==> src/rtl/mips_pkg.sv <==
// Shared types and constants for the instruction-fetch path and the IF/ID stage.
package mips_pkg;

    localparam int INSTR_W = 32;
    localparam int ADDR_W  = 32;

    // Byte distance between sequential instruction fetches
    localparam logic [ADDR_W-1:0] PC_STEP = 32'd4;

    // One fetched instruction paired with the byte address it came from
    typedef struct packed {
        logic [INSTR_W-1:0] instr;
        logic [ADDR_W-1:0]  pc;
    } fetch_entry_t;

endpackage

==> src/rtl/fetch_skid_buf.sv <==
// One-entry skid buffer holding a fetched instruction while decode is stalled.
// A load in the same cycle as an unload replaces the entry; flush wins over both.
module fetch_skid_buf
    import mips_pkg::*;
(
    input  logic         clk,
    input  logic         rst,
    input  logic         flush,
    input  logic         load,
    input  logic         unload,
    input  fetch_entry_t din,
    output logic         valid,
    output fetch_entry_t dout
);

    // Entry storage: flush empties, load fills, unload alone empties
    always_ff @(posedge clk or posedge rst) begin
        if (rst) begin
            valid <= 1'b0;
            dout  <= '0;
        end else if (flush) begin
            valid <= 1'b0;
        end else if (load) begin
            valid <= 1'b1;
            dout  <= din;
        end else if (unload) begin
            valid <= 1'b0;
        end
    end

    // Loading into a full entry without draining it would drop an instruction
    always_ff @(posedge clk) begin
        if (!rst) begin
            assert (!(load && valid && !unload && !flush))
                else $error("fetch_skid_buf overflow: load into occupied entry");
        end
    end

endmodule

==> src/rtl/fetch_unit.sv <==
// Instruction-fetch stage: owns the PC, drives the iCache address, pairs each
// returned word with its PC and hands it to decode through registered outputs.
// The one-cycle iCache latency under decode stall is absorbed by a skid entry.
module fetch_unit
    import mips_pkg::*;
#(
    parameter logic [31:0] RESET_PC = 32'h0000_0000,
    parameter logic [31:0] PC_STEP  = mips_pkg::PC_STEP
) (
    input  logic        clk,
    input  logic        rst,
    output logic [31:0] iCacheReadAddr,
    input  logic [31:0] iCacheReadData,
    input  logic        redirect_valid,
    input  logic [31:0] redirect_pc,
    input  logic        id_stall,
    output logic        if_valid,
    output logic [31:0] if_instr,
    output logic [31:0] if_pc,
    output logic [31:0] if_pc_plus4
);

    logic [31:0]  pc_q;
    logic         inflight_q;
    logic [31:0]  inflight_pc_q;

    logic         out_valid_q;
    fetch_entry_t out_q;
    logic [31:0]  out_pc_plus4_q;

    logic         skid_valid;
    fetch_entry_t skid_entry;

    fetch_entry_t arr_entry;
    fetch_entry_t nxt_entry;
    logic         out_free;
    logic         issue_en;
    logic         skid_load;
    logic         skid_unload;

    assign iCacheReadAddr = pc_q;

    // Word returning this cycle belongs to the request issued on the last edge
    assign arr_entry = '{instr: iCacheReadData, pc: inflight_pc_q};

    // Skid content is older than the arriving word, so it drains first
    assign nxt_entry = skid_valid ? skid_entry : arr_entry;

    assign out_free = !out_valid_q || !id_stall;

    // Stop issuing once a stalled output plus one more word would fill the skid
    assign issue_en = !(id_stall && out_valid_q && (skid_valid || inflight_q));

    assign skid_unload = out_free && skid_valid;
    assign skid_load   = inflight_q && (!out_free || skid_valid);

    fetch_skid_buf u_skid (
        .clk    (clk),
        .rst    (rst),
        .flush  (redirect_valid),
        .load   (skid_load),
        .unload (skid_unload),
        .din    (arr_entry),
        .valid  (skid_valid),
        .dout   (skid_entry)
    );

    // PC and in-flight request tracking; redirect overrides issue and stall
    always_ff @(posedge clk or posedge rst) begin
        if (rst) begin
            pc_q          <= RESET_PC;
            inflight_q    <= 1'b0;
            inflight_pc_q <= '0;
        end else if (redirect_valid) begin
            pc_q       <= {redirect_pc[31:2], 2'b00};
            inflight_q <= 1'b0;
        end else if (issue_en) begin
            inflight_q    <= 1'b1;
            inflight_pc_q <= pc_q;
            pc_q          <= pc_q + PC_STEP;
        end else begin
            inflight_q <= 1'b0;
        end
    end

    // Output register toward decode; holds while decode stalls a valid entry
    always_ff @(posedge clk or posedge rst) begin
        if (rst) begin
            out_valid_q    <= 1'b0;
            out_q          <= '0;
            out_pc_plus4_q <= 32'd4;
        end else if (redirect_valid) begin
            out_valid_q <= 1'b0;
        end else if (out_free) begin
            if (skid_valid || inflight_q) begin
                out_valid_q    <= 1'b1;
                out_q          <= nxt_entry;
                out_pc_plus4_q <= nxt_entry.pc + 32'd4;
            end else begin
                out_valid_q <= 1'b0;
            end
        end
    end

    assign if_valid    = out_valid_q;
    assign if_instr    = out_q.instr;
    assign if_pc       = out_q.pc;
    assign if_pc_plus4 = out_pc_plus4_q;

endmodule

==> config.mk <==
export PLATFORM = sky130hd
export DESIGN_NAME = fetch_unit
export DESIGN_NICKNAME = d
export VERILOG_FILES = /design/src/rtl/mips_pkg.sv /design/src/rtl/fetch_skid_buf.sv /design/src/rtl/fetch_unit.sv
export SDC_FILE = /design/constraint.sdc
export NUM_CORES = 1
export LEC_CHECK = 0
export CORE_MARGIN = 2
export CORE_UTILIZATION = 50
export CTS_CLUSTER_SIZE = 28
export DETAILED_ROUTE_END_ITERATION = 12
export HOLD_SLACK_MARGIN = 0.05
export PLACE_DENSITY_LB_ADDON = 0.25
export SYNTH_ARGS = -nofsm -noshare
export SYNTH_HDL_FRONTEND = slang
export SYNTH_SLANG_ARGS = --single-unit
==> constraint.sdc <==
create_clock -name clk -period 10 [get_ports clk]
set_input_delay 1 -clock clk [delete_from_list [all_inputs] [get_ports clk]]
set_output_delay 1 -clock clk [all_outputs]
set_load 0.05 [all_outputs]
* Yosys cells after proc, flatten, opt, wreduce, memory -nomap -nowiden *
Cells that the tools add are included.

word-level totals
  flip-flop bits (word level) = 227
  bits of input ports = 68
  output and inout bits = 129
  word-level logic and storage cells = 41

cells by class
  add/sub/neg operators = 2
  equal/unequal tests = 1
  mux-type cells = 11
  bitwise operators = 2
  reduce and logical (&&, ||, !) cells = 15

operators by type and width
  cell                                            count
  adder 32 x 3 -> 32 bit (second input constant)  2
  two-way mux 32 bit                              2
  two-way mux 64 bit                              1
  two-way mux 1 bit                               8
  logical AND 1 bit                               4
  AND reduction 2 bit                             2
  logical NOT 1 bit                               3
  logical OR 1 bit                                3
  AND reduction 3 bit                             1
  nonzero test 3 bit                              1
  inequality test 2 bit (second input constant)   1
  inverter 1 bit                                  2
  nonzero test 2 bit                              1

* Longest topological paths before layout *
  depth after elaboration = 7
  depth in mapped cells = 11
  gate-level depth less buffers = 7

* Modules after synthesis *
From an unflattened synthesis, not the netlist that was laid out.

second synthesis, totals
  cells, all modules = 917
  area total of the unflattened synthesis = 10613.9 um^2

modules (own cells, without submodules)
  module          times used  cells an instance  area an instance (um^2)  sequential area each (um^2)
  fetch_unit      1           776                7868.8                   3905.0
  fetch_skid_buf  1           141                2745.1                   1626.6

* Worst setup path after synthesis *
Ideal clock, no wire load.

  path type = register to register
  from = register u_skid.valid
  to = register out_pc_plus4_q[28], in the netlist if_pc_plus4[28]
  library setup time = 0.126 ns
  arrival time = 2.862 ns
  data required time = 9.874 ns
  path slack = 7.012 ns
  cell stages (with the launch flop) = 12
  buffers on the path = 4
  clock period less this slack = 2.988 ns
  cells stage by stage = dfrtp_1 buf_4 buf_2 buf_2 buf_2 mux2_2 ha_1 nand4b_1 a22oi_2 nand4_1 or3_1 a221o_1

RTL lines
  item                    line                  RTL
  start, declared         fetch_skid_buf.sv:12  output logic valid,
  start signal, assigned  fetch_skid_buf.sv:19  valid <= 1'b0;
  start signal, assigned  fetch_skid_buf.sv:22  valid <= 1'b0;
  start signal, assigned  fetch_skid_buf.sv:24  valid <= 1'b1;
  end signal, assigned    fetch_unit.sv:98      out_pc_plus4_q <= nxt_entry.pc + 32'd4;
  end, declared           fetch_unit.sv:29      logic [31:0] out_pc_plus4_q;

* Worst setup path in the final report *
  from = register u_skid.valid
  to = register out_pc_plus4_q[28], in the netlist if_pc_plus4[28]

on the way
  cells in the longest elaborated chain, start to end = 2
  elaborated cells on any way between the ends = 4
  those cells by class = add/sub (1); mux (1); reduce/logical (2)

ends and longest elaborated chain
  item                                                                  line
  two-way mux 64 bit / logical OR 1 bit (equally long branches)         fetch_unit.sv:47, fetch_unit.sv:95
  adder 32 x 3 -> 32 bit / AND reduction 3 bit (equally long branches)  n/a

Parallel ways exist; a longest one is shown, timed or not.
A chain may end at the register's enable or synchronous reset.

==> metrics.txt <==
# TYPE chip_impl_metric gauge
chip_impl_info{name="outcome",value="complete, no violations"} 1
chip_impl_metric{name="flip_flop_and_latch_count_after_synthesis",unit=""} 217
chip_impl_metric{name="highest_clock_rate",unit="MHz"} 271
chip_impl_metric{name="worstPathArrival",unit="ns"} 4.07
chip_impl_metric{name="grt_util_met3",unit="%"} 3.86
chip_impl_info{name="timing.hold.worst.class",value="flip-flop to flip-flop"} 1
chip_impl_metric{name="syn_area_per_cell",unit="µm²"} 11.1
chip_impl_metric{name="final-max-slew-violation-count",unit=""} 0
chip_impl_metric{name="synth_cells",unit=""} 904
chip_impl_info{name="clock_tree_from_tritoncts",value="yes"} 1
chip_impl_metric{name="initial_core_util",unit="%"} 51.3
chip_impl_metric{name="n_antenna_cell",unit=""} 0
chip_impl_metric{name="postCtsResizedCells",unit=""} 0
chip_impl_metric{name="yosysSeqAreaShare",unit="%"} 54.0
chip_impl_metric{name="syn_warnings",unit=""} 0
chip_impl_metric{name="cts.sinks",unit=""} 217
chip_impl_metric{name="critical_path_peak_fanout",unit=""} 76
chip_impl_metric{name="synth.distinct_cells",unit=""} 58
chip_impl_metric{name="vias_per_cell",unit=""} 5.52
chip_impl_metric{name="synthesis.area",unit="µm²"} 10100
chip_impl_metric{name="initial_antenna_violation_count",unit=""} 0
chip_impl_info{name="critPathKind",value="flip-flop to flip-flop"} 1
chip_impl_metric{name="fp.coreArea",unit="µm²"} 19600
chip_impl_metric{name="drive_above_1_share",unit="%"} 14.5
chip_impl_metric{name="die-area",unit="µm²"} 21300
chip_impl_metric{name="num-nets-final",unit=""} 1147
chip_impl_metric{name="drt_wl_total",unit="mm"} 23.4
chip_impl_metric{name="rows",unit=""} 51
chip_impl_info{name="rsz0062_at_grt",value="no"} 1
chip_impl_metric{name="timing.final.hold_violations",unit=""} 0
chip_impl_metric{name="detail_route.first_pass.iterations",unit=""} 4
chip_impl_metric{name="route.vias.total",unit=""} 7493
chip_impl_metric{name="fp.dieW",unit="µm"} 146
chip_impl_metric{name="met2_usage",unit="%"} 33.3
chip_impl_metric{name="pin_count_of_the_biggest_net_entering_global_routing",unit=""} 119
chip_impl_info{name="crit_path_end_kind",value="flip-flop"} 1
chip_impl_metric{name="detailed_place_hpwl",unit="mm"} 16.1
chip_impl_metric{name="synth_edf_count",unit=""} 0
chip_impl_metric{name="finalCriticalPeriod",unit="ns"} 3.69
chip_impl_metric{name="cts_inserted_buffers",unit=""} 23
chip_impl_metric{name="grt_overflow_total",unit=""} 0
chip_impl_metric{name="final.period_utilization",unit="%"} 36.9
chip_impl_metric{name="clk-insertion-delay-late",unit="ns"} 0.50
chip_impl_metric{name="grtUsageTotal",unit="%"} 22.1
chip_impl_metric{name="drv.max_cap_violation_count",unit=""} 0
chip_impl_metric{name="die_y",unit="µm"} 146
chip_impl_metric{name="setup_viol_count_final",unit=""} 0
chip_impl_metric{name="postLayoutSetupSlackWorst",unit="ns"} 6.31
chip_impl_metric{name="synthToLayoutAreaGrowth",unit="%"} 28.1
chip_impl_metric{name="cts-hold-fix-buffers",unit=""} 0
chip_impl_metric{name="required",unit="ns"} 10.38
chip_impl_metric{name="place_worst_setup_slack",unit="ns"} 6.24
chip_impl_metric{name="globalplace.congestion",unit=""} 0.840
chip_impl_metric{name="power.density",unit="nW/µm²"} 233
chip_impl_metric{name="cts.path.max_buffers",unit=""} 3
chip_impl_info{name="worst_setup_path_start_kind",value="flip-flop"} 1
chip_impl_metric{name="finalPower",unit="µW"} 3000
chip_impl_metric{name="route.detailed.wl_per_inst",unit="µm"} 17.3
chip_impl_info{name="synth_flop_cell",value="sky130_fd_sc_hd__dfrtp_1"} 1
chip_impl_metric{name="fin_hold_ws",unit="ns"} 0.474
chip_impl_metric{name="detail_route.drc_violations",unit=""} 0
chip_impl_metric{name="post_cts_repair_setup_buffers",unit=""} 0
chip_impl_metric{name="first_global_vias",unit=""} 7109
chip_impl_metric{name="count_of_boundary_i_o_pins",unit=""} 197
chip_impl_info{name="cts-root-buf",value="sky130_fd_sc_hd__clkbuf_16"} 1
chip_impl_metric{name="drt.antenna.violating_nets",unit=""} 0
chip_impl_metric{name="timing_worst_slew_pin_value",unit="ns"} 1.10
chip_impl_metric{name="leakage",unit="µW"} 0.00535
chip_impl_metric{name="slew_headroom",unit="%"} 27.0
chip_impl_info{name="grt_busiest_layer",value="met1"} 1
chip_impl_metric{name="max-vdd-ir-drop",unit="V"} 0.000104
chip_impl_metric{name="cts_max_level",unit=""} 1
chip_impl_metric{name="global_route_wire_length_before_repair",unit="mm"} 38.4
chip_impl_metric{name="numPortBuffers",unit=""} 188
chip_impl_metric{name="clock-skew-final",unit="ns"} 0.00716
chip_impl_metric{name="clk_pin_slew_worst_paths",unit="ns"} 0.06
chip_impl_metric{name="final.setup.tns",unit="ns"} 0
chip_impl_metric{name="asyncSetResetFlopFracSynth",unit="%"} 100
chip_impl_metric{name="drt-initial-drc-count",unit=""} 365
chip_impl_metric{name="grt.met1_usage",unit="%"} 33.6
-- Yosys cell counts (2+ instances only) --
library cell | number | area (µm²)
sky130_fd_sc_hd__and3_1 | 4 | 25.0
sky130_fd_sc_hd__buf_2 | 15 | 75.1
sky130_fd_sc_hd__nor4b_1 | 3 | 26.3
sky130_fd_sc_hd__inv_1 | 4 | 15.0
sky130_fd_sc_hd__dfrtp_1 | 216 | 5410
sky130_fd_sc_hd__o211ai_1 | 4 | 30.0
sky130_fd_sc_hd__or4_1 | 5 | 37.5
sky130_fd_sc_hd__mux2_2 | 96 | 1080
sky130_fd_sc_hd__and2_1 | 5 | 31.3
sky130_fd_sc_hd__a32o_1 | 2 | 20.0
sky130_fd_sc_hd__nand2_1 | 146 | 548
sky130_fd_sc_hd__nor3_1 | 8 | 40.0
sky130_fd_sc_hd__nand4_1 | 18 | 113
sky130_fd_sc_hd__o31a_1 | 6 | 52.6
sky130_fd_sc_hd__a211oi_1 | 2 | 15.0
sky130_fd_sc_hd__and4_1 | 2 | 17.5
sky130_fd_sc_hd__clkbuf_1 | 29 | 109
sky130_fd_sc_hd__xnor2_1 | 20 | 175
sky130_fd_sc_hd__ha_1 | 2 | 25.0
sky130_fd_sc_hd__nand3b_4 | 2 | 40.0
sky130_fd_sc_hd__nand3b_1 | 7 | 52.6
sky130_fd_sc_hd__nor2b_1 | 5 | 31.3
sky130_fd_sc_hd__nand4b_1 | 3 | 26.3
sky130_fd_sc_hd__a21o_1 | 6 | 45.0
sky130_fd_sc_hd__nor2_1 | 23 | 86.3
sky130_fd_sc_hd__o21ai_0 | 100 | 500
sky130_fd_sc_hd__mux2i_1 | 56 | 561
sky130_fd_sc_hd__buf_4 | 7 | 52.6
sky130_fd_sc_hd__o31ai_1 | 11 | 82.6
sky130_fd_sc_hd__nand3_1 | 22 | 110
sky130_fd_sc_hd__xor2_1 | 22 | 193
sky130_fd_sc_hd__a32oi_1 | 2 | 17.5
sky130_fd_sc_hd__nand4_2 | 2 | 25.0
sky130_fd_sc_hd__a31oi_1 | 2 | 12.5
sky130_fd_sc_hd__or3_1 | 2 | 12.5
sky130_fd_sc_hd__a22oi_1 | 5 | 37.5
sky130_fd_sc_hd__a21oi_1 | 9 | 45.0
sky130_fd_sc_hd__nor4_1 | 9 | 56.3
sky130_fd_sc_hd__o21a_1 | 3 | 22.5
-- worst max-delay path, stage by stage, from the launching register on --
cell                       delay [ns]
sky130_fd_sc_hd__dfrtp_4         0.62
sky130_fd_sc_hd__buf_4           0.88
sky130_fd_sc_hd__mux2i_1         0.46
sky130_fd_sc_hd__a211oi_1        0.38
sky130_fd_sc_hd__nand4_1         0.41
sky130_fd_sc_hd__or3_1           0.50
sky130_fd_sc_hd__a221o_1         0.29
-- layout by cell type, fill, tap and decap left out, types with 8 or more instances in the layout --
master	count
sky130_fd_sc_hd__dfrtp_1	215
sky130_fd_sc_hd__clkdlybuf4s50_1	187
sky130_fd_sc_hd__nand2_1	146
sky130_fd_sc_hd__o21ai_0	100
sky130_fd_sc_hd__mux2_2	96
sky130_fd_sc_hd__mux2i_1	56
sky130_fd_sc_hd__clkbuf_16	23
sky130_fd_sc_hd__nor2_1	22
sky130_fd_sc_hd__xor2_1	22
sky130_fd_sc_hd__nand3_1	22
sky130_fd_sc_hd__xnor2_1	20
sky130_fd_sc_hd__nand4_1	18
sky130_fd_sc_hd__o31ai_1	11
sky130_fd_sc_hd__a21oi_1	9
sky130_fd_sc_hd__nor4_1	9
sky130_fd_sc_hd__nor3_1	8
sky130_fd_sc_hd__clkbuf_8	8
-- layer usage --
| layer | part of all wire (%) | wire (µm) |
|---|---|---|
| met3 | 5.3 | 1250 |
| met4 | 1.7 | 393 |
| met1 | 48 | 11200 |
| met5 | 0 | 0 |
| met2 | 45 | 10600 |
-- where the power goes --
part / switching, µW / internal, µW / total [µW]
Combinational: 562 / 340 / 902
Sequential: 155 / 1080 / 1230
Clock: 335 / 529 / 864
Total: 1050 / 1950 / 3000
-- path summary, 6_finish.rpt --
check	from	slack, ns	depth (start not counted)	endpoint
setup / recovery	u_skid.valid	6.31	6	if_pc_plus4[28]
hold / removal	if_pc[24]	0.47	2	if_pc[24]
setup reg to reg	u_skid.valid	6.31	6	if_pc_plus4[28]
hold reg to reg	if_pc[24]	0.47	2	if_pc[24]
max in group asynchronous	rst	7.67	3	u_skid.dout[39]
min in group asynchronous	rst	1.00	2	if_pc_plus4[4]
-- final cells by class --
| class | instances | area [µm²] |
|---|---|---|
| flip-flops and latches | 217 | 5440 |
| fillers | 1568 | 6700 |
| repair buffers | 195 | 1930 |
| clock inverters | 8 | 90.1 |
| inverters | 4 | 22.5 |
| well taps | 265 | 332 |
| multi-input cells | 636 | 4390 |
| clock buffers | 32 | 689 |
-- logic make-up (layout without fill, tap and decap cells) --
kind of cell,Yosys count,count (layout),synth area share [%]
buf+inv,56,239,2.61
fa+ha+maj,2,2,0.249
compound gates,161,161,9.66
mux,152,152,16.3
other cells,1,6,0.0373
simple gates,273,273,13.5
xor+xnor,42,42,3.66
flops,217,217,54.0
-- per-stage QoR --
step / area [µm²] / utilization, % / std cells
floorplan: 10100 / - / 909
global placement: 12100 / 61.8 / 1317
detailed placement: 12100 / 61.8 / 1317
CTS: 12900 / 65.8 / 1357
global route: 12900 / 65.8 / 1357
finish: 12900 / 65.8 / 1357
-- state kept, by name (all words and copies together), names as in the netlist --
register and flops:
if_instr 32, u_skid.dout 62, u_skid.valid 1, inflight_pc_q 30
if_pc 30, iCacheReadAddr 30, if_valid 1, inflight_q 1
if_pc_plus4 30
(Power assumes the default switching activity.)
